[src/rtl/seq_multiplier_if.sv]
// Handshake/data bundle for the sequential shift-and-add multiplier.
// The master drives the operands and start request; the slave returns the product and status.
interface seq_multiplier_if #(
   parameter int WIDTH = 4
);
   logic                 ena;
   logic                 sgn;
   logic [WIDTH-1:0]     A;
   logic [WIDTH-1:0]     B;
   logic [2*WIDTH-1:0]   Y;
   logic                 done;
   logic                 busy;
   logic [3:0]           state;

   modport master (
      output ena, sgn, A, B,
      input  Y, done, busy, state
   );

   modport slave (
      input  ena, sgn, A, B,
      output Y, done, busy, state
   );
endinterface

[src/rtl/seq_multiplier.sv]
// Sequential shift-and-add multiplier: one multiplier bit per cycle, LSB first,
// with signed mode handled by multiplying magnitudes and negating the result.
module seq_multiplier #(
   parameter int WIDTH = 4
) (
   input  logic              clk,
   input  logic              rst,
   seq_multiplier_if.slave   bus
);

   localparam int CW = $clog2(WIDTH) + 1;

   typedef enum logic [1:0] {
      IDLE    = 2'd0,
      COMPUTE = 2'd1,
      FINISH  = 2'd2,
      RECOVER = 2'd3
   } stateT;

   stateT                stateQ, stateD;
   logic [2*WIDTH-1:0]   mcandQ, mcandD;
   logic [WIDTH-1:0]     multQ, multD;
   logic                 negQ, negD;
   logic [2*WIDTH-1:0]   accQ, accD;
   logic [CW-1:0]        cntQ, cntD;
   logic [2*WIDTH-1:0]   yQ, yD;
   logic                 doneQ, doneD;
   logic [WIDTH-1:0]     magA, magB;

   // Magnitudes in signed mode; -(-2^(WIDTH-1)) wraps to 2^(WIDTH-1), which is exact as unsigned.
   always_comb begin
      magA = (bus.sgn && bus.A[WIDTH-1]) ? -bus.A : bus.A;
      magB = (bus.sgn && bus.B[WIDTH-1]) ? -bus.B : bus.B;
   end

   always_ff @(posedge clk) begin
      if (rst) begin
         stateQ <= IDLE;
         mcandQ <= '0;
         multQ  <= '0;
         negQ   <= 1'b0;
         accQ   <= '0;
         cntQ   <= '0;
         yQ     <= '0;
         doneQ  <= 1'b0;
      end else begin
         stateQ <= stateD;
         mcandQ <= mcandD;
         multQ  <= multD;
         negQ   <= negD;
         accQ   <= accD;
         cntQ   <= cntD;
         yQ     <= yD;
         doneQ  <= doneD;
      end
   end

   // The multiplicand shifts left and the multiplier shifts right each COMPUTE cycle,
   // so bit 0 of multQ is always the current multiplier bit.
   always_comb begin
      stateD = stateQ;
      mcandD = mcandQ;
      multD  = multQ;
      negD   = negQ;
      accD   = accQ;
      cntD   = cntQ;
      yD     = yQ;
      doneD  = 1'b0;
      case (stateQ)
         IDLE: begin
            if (bus.ena) begin
               mcandD = {{WIDTH{1'b0}}, magA};
               multD  = magB;
               negD   = bus.sgn & (bus.A[WIDTH-1] ^ bus.B[WIDTH-1]);
               accD   = '0;
               cntD   = '0;
               stateD = COMPUTE;
            end
         end
         COMPUTE: begin
            if (multQ[0]) begin
               accD = accQ + mcandQ;
            end
            mcandD = mcandQ << 1;
            multD  = multQ >> 1;
            cntD   = cntQ + 1'b1;
            if (cntQ == CW'(WIDTH - 1)) begin
               stateD = FINISH;
               yD     = negQ ? -accD : accD;
               doneD  = 1'b1;
            end
         end
         FINISH: begin
            stateD = IDLE;
         end
         default: begin
            stateD = IDLE;
         end
      endcase
   end

   assign bus.Y     = yQ;
   assign bus.done  = doneQ;
   assign bus.busy  = (stateQ == COMPUTE) || (stateQ == FINISH);
   assign bus.state = {2'b00, stateQ};

endmodule
[src/flat_wrapper.sv]
// flat-port wrapper written by rule: the top's interface ports become plain ports
module seq_multiplier_flat 
#(
   parameter int WIDTH = 4
)
  (clk, rst, bus_ena, bus_sgn, bus_A, bus_B, bus_Y, bus_done, bus_busy, bus_state);
  seq_multiplier_if #(.WIDTH(WIDTH)) bus_i ();
  input  logic clk;
  input  logic rst;
  input wire logic [$bits(bus_i.ena)-1:0] bus_ena;
  input wire logic [$bits(bus_i.sgn)-1:0] bus_sgn;
  input wire logic [$bits(bus_i.A)-1:0] bus_A;
  input wire logic [$bits(bus_i.B)-1:0] bus_B;
  output wire logic [$bits(bus_i.Y)-1:0] bus_Y;
  output wire logic [$bits(bus_i.done)-1:0] bus_done;
  output wire logic [$bits(bus_i.busy)-1:0] bus_busy;
  output wire logic [$bits(bus_i.state)-1:0] bus_state;
  assign bus_i.ena = bus_ena;
  assign bus_i.sgn = bus_sgn;
  assign bus_i.A = bus_A;
  assign bus_i.B = bus_B;
  assign bus_Y = bus_i.Y;
  assign bus_done = bus_i.done;
  assign bus_busy = bus_i.busy;
  assign bus_state = bus_i.state;
  seq_multiplier #(.WIDTH(WIDTH)) u_core (.clk(clk), .rst(rst), .bus(bus_i));
endmodule
[config.mk]
export PLATFORM = sky130hd
export DESIGN_NAME = seq_multiplier_flat
export DESIGN_NICKNAME = d
export VERILOG_FILES = /design/src/rtl/seq_multiplier_if.sv /design/src/rtl/seq_multiplier.sv /design/src/flat_wrapper.sv
export SDC_FILE = /design/constraint.sdc
export NUM_CORES = 1
export LEC_CHECK = 0
export BUFFER_PORTS_ARGS = -buffer_cell sky130_fd_sc_hd__buf_2
export CAP_MARGIN = 40
export CORE_ASPECT_RATIO = 0.75
export CORE_UTILIZATION = 55
export DETAILED_ROUTE_END_ITERATION = 10
export GPL_TIMING_DRIVEN = 0
export MAX_ROUTING_LAYER = met4
export PLACE_DENSITY_LB_ADDON = 0.12
export REMOVE_ABC_BUFFERS = 1
export SETUP_SLACK_MARGIN = 0.15
export SLEW_MARGIN = 20
export SYNTH_ARGS = -nofsm -noshare
export SYNTH_HDL_FRONTEND = slang
export SYNTH_SLANG_ARGS = --single-unit
[constraint.sdc]
create_clock -name clk -period 5.6 [get_ports clk]
set_input_delay 0.84 -clock clk [delete_from_list [all_inputs] [get_ports clk]]
set_output_delay 0.84 -clock clk [all_outputs]
set_load 0.005 [all_outputs]
=== Word-level counts from Yosys, hierarchy flattened ===
Cells that the tools add are included.

* Add/sub/neg operators: 5
* Eq/ne operators: 5
* Mux-type cells: 17
* Bitwise gates (word level): 3
* Reduce and logical (&&, ||, !) cells: 10

{| class="wikitable"
|+ Operators by type and width
! cell !! count
|-
| 2-to-1 mux 8 bit || 5
|-
| one-hot mux 8 bit (2 select lines) || 2
|-
| 2-to-1 mux 4 bit || 3
|-
| adder 8 bit || 1
|-
| negator 4 bit || 2
|-
| negator 8 bit || 1
|-
| one-hot mux 4 bit (2 select lines) || 1
|-
| AND reduction 2 bit || 4
|-
| one-hot mux 3 bit (2 select lines) || 1
|-
| 2-to-1 mux 2 bit || 2
|-
| one-hot mux 2 bit (2 select lines) || 1
|-
| adder 3 x 1 -> 3 bit, second input constant || 1
|-
| == test 3 x 2 -> 1 bit, second input constant || 1
|-
| 2-to-1 mux 3 bit || 1
|-
| == test 2 x 1 -> 1 bit, second input constant || 1
|-
| == test 2 bit, second input constant || 1
|-
| logical AND 1 bit || 2
|-
| zero test 2 bit || 1
|-
| inequality test 2 x 1 -> 1 bit, second input constant || 1
|-
| inequality test 2 bit, second input constant || 1
|-
| nonzero test 2 bit || 1
|-
| OR reduction 2 bit || 1
|-
| bitwise AND 1 bit || 1
|-
| logical OR 1 bit || 1
|-
| 3 further kinds || 3
|}

* Register bits after elaboration: 35
* Input port bits: 12
* Output and inout port bits: 14
* Logic and storage cells: 48

=== Depth between registers and ports, before layout ===
* Depth after elaboration: 5
* Mapped depth: 9
* Depth with buffers taken out: 9

=== Worst setup path after synthesis ===
No wires, ideal clock.

* Path kind: flip-flop to flip-flop
* From: reg u_core.mcandQ[0]
* To: reg u_core.yQ[4], in the netlist u_core.bus.Y[4]
* Setup time: 0.070 ns
* Arrival: 2.257 ns
* Data required time: 5.530 ns
* Setup slack: 3.273 ns
* Stages on the path, launching flop included: 10
* Buffers on the path: 0
* Period minus slack after synthesis: 2.327 ns
* Cell sequence: dfxtp_1 -> ha_1 -> fa_1 -> mux2i_1 -> ha_1 -> inv_1 -> o41ai_1 -> xnor2_1 -> nand2_1 -> a21oi_1

* Word-level cells in the longest chain between the ends: 5

{| class="wikitable"
|+ RTL lines
! item !! line !! text
|-
| start, declared || seq_multiplier.sv:21 || <nowiki>logic [2*WIDTH-1:0] mcandQ, mcandD;</nowiki>
|-
| start signal, assigned || seq_multiplier.sv:48 || <nowiki>mcandQ <= mcandD;</nowiki>
|-
| adder 8 bit (*) || seq_multiplier.sv:82 || <nowiki>accD = accQ + mcandQ;</nowiki>
|-
| 2-to-1 mux 8 bit (*) || seq_multiplier.sv:81 || <nowiki>if (multQ[0]) begin</nowiki>
|-
| 2-to-1 mux 8 bit (*) || seq_multiplier.sv:69 || <nowiki>case (stateQ)</nowiki>
|-
| negator 8 bit || seq_multiplier.sv:89 || <nowiki>yD = negQ ? -accD : accD;</nowiki>
|-
| 2-to-1 mux 8 bit (*) || seq_multiplier.sv:89 ||
|-
| end signal, assigned || seq_multiplier.sv:53 || <nowiki>yQ <= yD;</nowiki>
|-
| end, declared || seq_multiplier.sv:26 || <nowiki>logic [2*WIDTH-1:0] yQ, yD;</nowiki>
|}

Every way passes the cells marked *; elsewhere a longest branch is shown, timed or not. The select of a mux whose other input is x is not followed.
A chain may end at the register's enable or synchronous reset.

=== Worst setup path after layout ===
Ends and elaborated chain as after synthesis.

==> flow_summary.yaml <==
cells_and_area:
  drive_gt1_share_pct: 14.0
  layoutNonFillerInstCount: 338
  n_antenna_cell: 0
  stdcell_area_um2: 2360
  syn_to_final_growth_pct: 10.4
  nets: 313
  finalCoreUtilization_pct: 64.1
  fillCellCount: 327
grt:
  grtUsageTotal_pct: 25.8
  grt_pass1_vias: 1746
  grt_max_degree: 38
  grt_pass1_wl_um: 7970
  antenna_found_initial: 0
  grt_overflow: 0
detailed_routing:
  dr_total_vias: 1935
  wl_per_cell_um: 13.9
  vias_per_cell: 5.72
  ant_nets: 0
  drt_first_pass_iters: 4
  drc: 0
  drtIter0Drc: 115
  wirelength_um: 4720
sta:
  fin_ws_ns: 2.91
  hold_viol: 0
  rsz0062_at_grt: "no"
  slew_headroom_pct: 54.3
  fmax_mhz: 371
  tightest_slew_ns: 0.685
  drv_slew: 0
  setup_viol: 0
  finalCriticalPeriod_ns: 2.69
  finalClockSkew_ns: 0.00550
  final.setup.tns_ns: 0
  period_share_pct: 48.1
flow_run:
  drv_cap: 0
floorplanning:
  fp.dieW_um: 74.0
  num_io_pins: 26
  core_area_um2: 3680
  die_y_um: 56.0
  initial_core_util_pct: 58.1
  rows: 19
  die_area_um2: 4150
clock_network:
  htreeDepth: 2
  ctsRootBufferMaster: "clkbuf_8"
  cts_tree: "built"
  clk_pin_slew_ns: 0.07
  post-cts-setup-buffers: 0
  ctsHoldBuffers: 0
  clock_sinks: 35
  cts_buffer_depth: 2
  clkLatencyLatePin_ns: 0.29
  cts_buffers: 5
  cts-resized-gates: 0
worst_setup_path:
  cp_max_fo: 5
  cp_data_required_time_ns: 5.81
  cp-start-kind: "register"
  cp.arrival_ns: 2.91
  critPathKind: "register to register"
  cp-end-kind: "register"
placed_design:
  gp_congestion: 0.842
  place_area_um2: 2270
  numPortBuffers: 23
  dp_worst_setup_slack_ns: 2.95
  hpwlAfterDp_um: 3350
  dp_cells: 330
power:
  p_seq_share_pct: 50.0
  p_leak_nw: 0.968
  ir_worst_vdd_uv: 181
  p_per_area_nw_per_um2: 227
  cellInternalPower_uw: 375
  p_clk_share_pct: 33.3
  sw_frac_of_total_pct: 30.0
  p_sw_uw: 160
  p_comb_share_pct: 16.8
synth:
  yosysMostFrequentCell: "dfxtp_1"
  synthArstFlopShare_pct: 0
  ys_top_cells_by_area: "dfxtp_1 (33%), ha_1 (8.2%), a21oi_1 (6.5%)"
  yosysUniqueCellTypes: 53
  synth_area_per_cell_um2: 8.01
  ys_ff_latch: 35
  synth_top_area_cell: "dfxtp_1"
  yosys_warnings: 0
  synth_cells: 267
  synth_edf_count: 0
  synth_ff_type: "dfxtp_1"
  seq_area_frac_synth_pct: 32.7
  synth_area_um2: 2140
  synthTopCellsByCount: "dfxtp_1 (35), nor2_1 (33), nand2_1 (32)"
  synth_top_area_share_pct: 32.7
worst_hold_path:
  min_path_type: "register to register"
run_status:
  status: "finished, final reports clean"
logic make-up (layout without fill, tap and decap cells):
family | Yosys count | in the layout | share of synthesized area, %
other | 1 | 2 | 0.175
buffers and inverters | 25 | 43 | 5.03
muxes | 6 | 6 | 2.81
xor gates and xnor gates | 8 | 8 | 3.27
DFF | 35 | 35 | 32.7
adders and majority gates | 15 | 15 | 9.12
AOI/OAI and AO/OA | 76 | 76 | 24.1
and+or+nand+nor | 101 | 101 | 22.8
layout make-up:
cell class                      count  area, um2  share of cell area [%]
Clock buffer                        5       68.8                    2.91
Inverter                           11       41.3                    1.75
Multi-Input combinational cell    208       1340                    56.7
Timing Repair Buffer               25        134                    5.67
Clock inverter                      2       13.8                   0.583
Sequential cell                    35        701                    29.7
Tap cell                           52       65.1                    2.75
power groups by stage:
stage	clock network, mW	registers, mW	logic (mW)
detailed placement	0	0.273	0.0872
global placement	0	0.273	0.0832
floorplan	0	0.270	0.0584
finish	0.178	0.267	0.0896
global route	0.193	0.269	0.101
CTS	0.180	0.267	0.0879
through the flow:
stage               power (mW)  hold WS (ns)
CTS                      0.535         0.455
detailed placement       0.360         0.445
global route             0.563         0.479
global placement         0.356         0.440
floorplan                0.329         0.425
finish                   0.535         0.454
cells in the final DEF, fill, tap and decap left out, drive strengths merged, types with 3 or more instances in the layout:
cell,count
dfxtp,35
nand3,3
nand2,32
nand2b,5
clkbuf,5
nor2,33
a22oi,9
xnor2,7
nand3b,5
nor3,7
nand4,4
mux2i,6
a211oi,9
o21ai,11
ha,14
buf,25
a21oi,28
inv,11
critical path, cell delays in order (launching register included):
cell and delay (ns):
dfxtp_1 0.39, ha_1 0.24, fa_1 0.44, mux2i_1 0.36, ha_1 0.30, inv_1 0.06, o41ai_1 0.42, xnor2_1 0.18
nand2_1 0.08, a21oi_1 0.16
routing by layer:
| metal | up-vias | track usage [%] | share of wire [%] |
|---|---|---|---|
| met5 | - | - | 0 |
| met1 | 888 | 38.2 | 55 |
| met2 | 43 | 33.4 | 40 |
| li1 | 996 | - | - |
| met4 | 0 | 9.62 | 1.2 |
| met3 | 8 | 6.34 | 4.3 |
sequential cells by signal, summed over array words and instances (netlist names):
name	cells
u_core.stateQ	2
u_core.bus.done	1
u_core.bus.Y	8
u_core.negQ	1
u_core.multQ	4
u_core.cntQ	3
u_core.accQ	8
u_core.mcandQ	8
path summary, 6_finish.rpt:
kind | startpoint | end | depth (start not counted) | slack, ns
setup / recovery | u_core.mcandQ[0] | u_core.bus.Y[4] | 9 | 2.91
hold / removal | u_core.multQ[1] | u_core.multQ[1] | 2 | 0.45
setup reg to reg | u_core.mcandQ[0] | u_core.bus.Y[4] | 9 | 2.91
hold reg to reg | u_core.multQ[1] | u_core.multQ[1] | 2 | 0.45
Note: power is estimated with default switching activity, not from simulation.
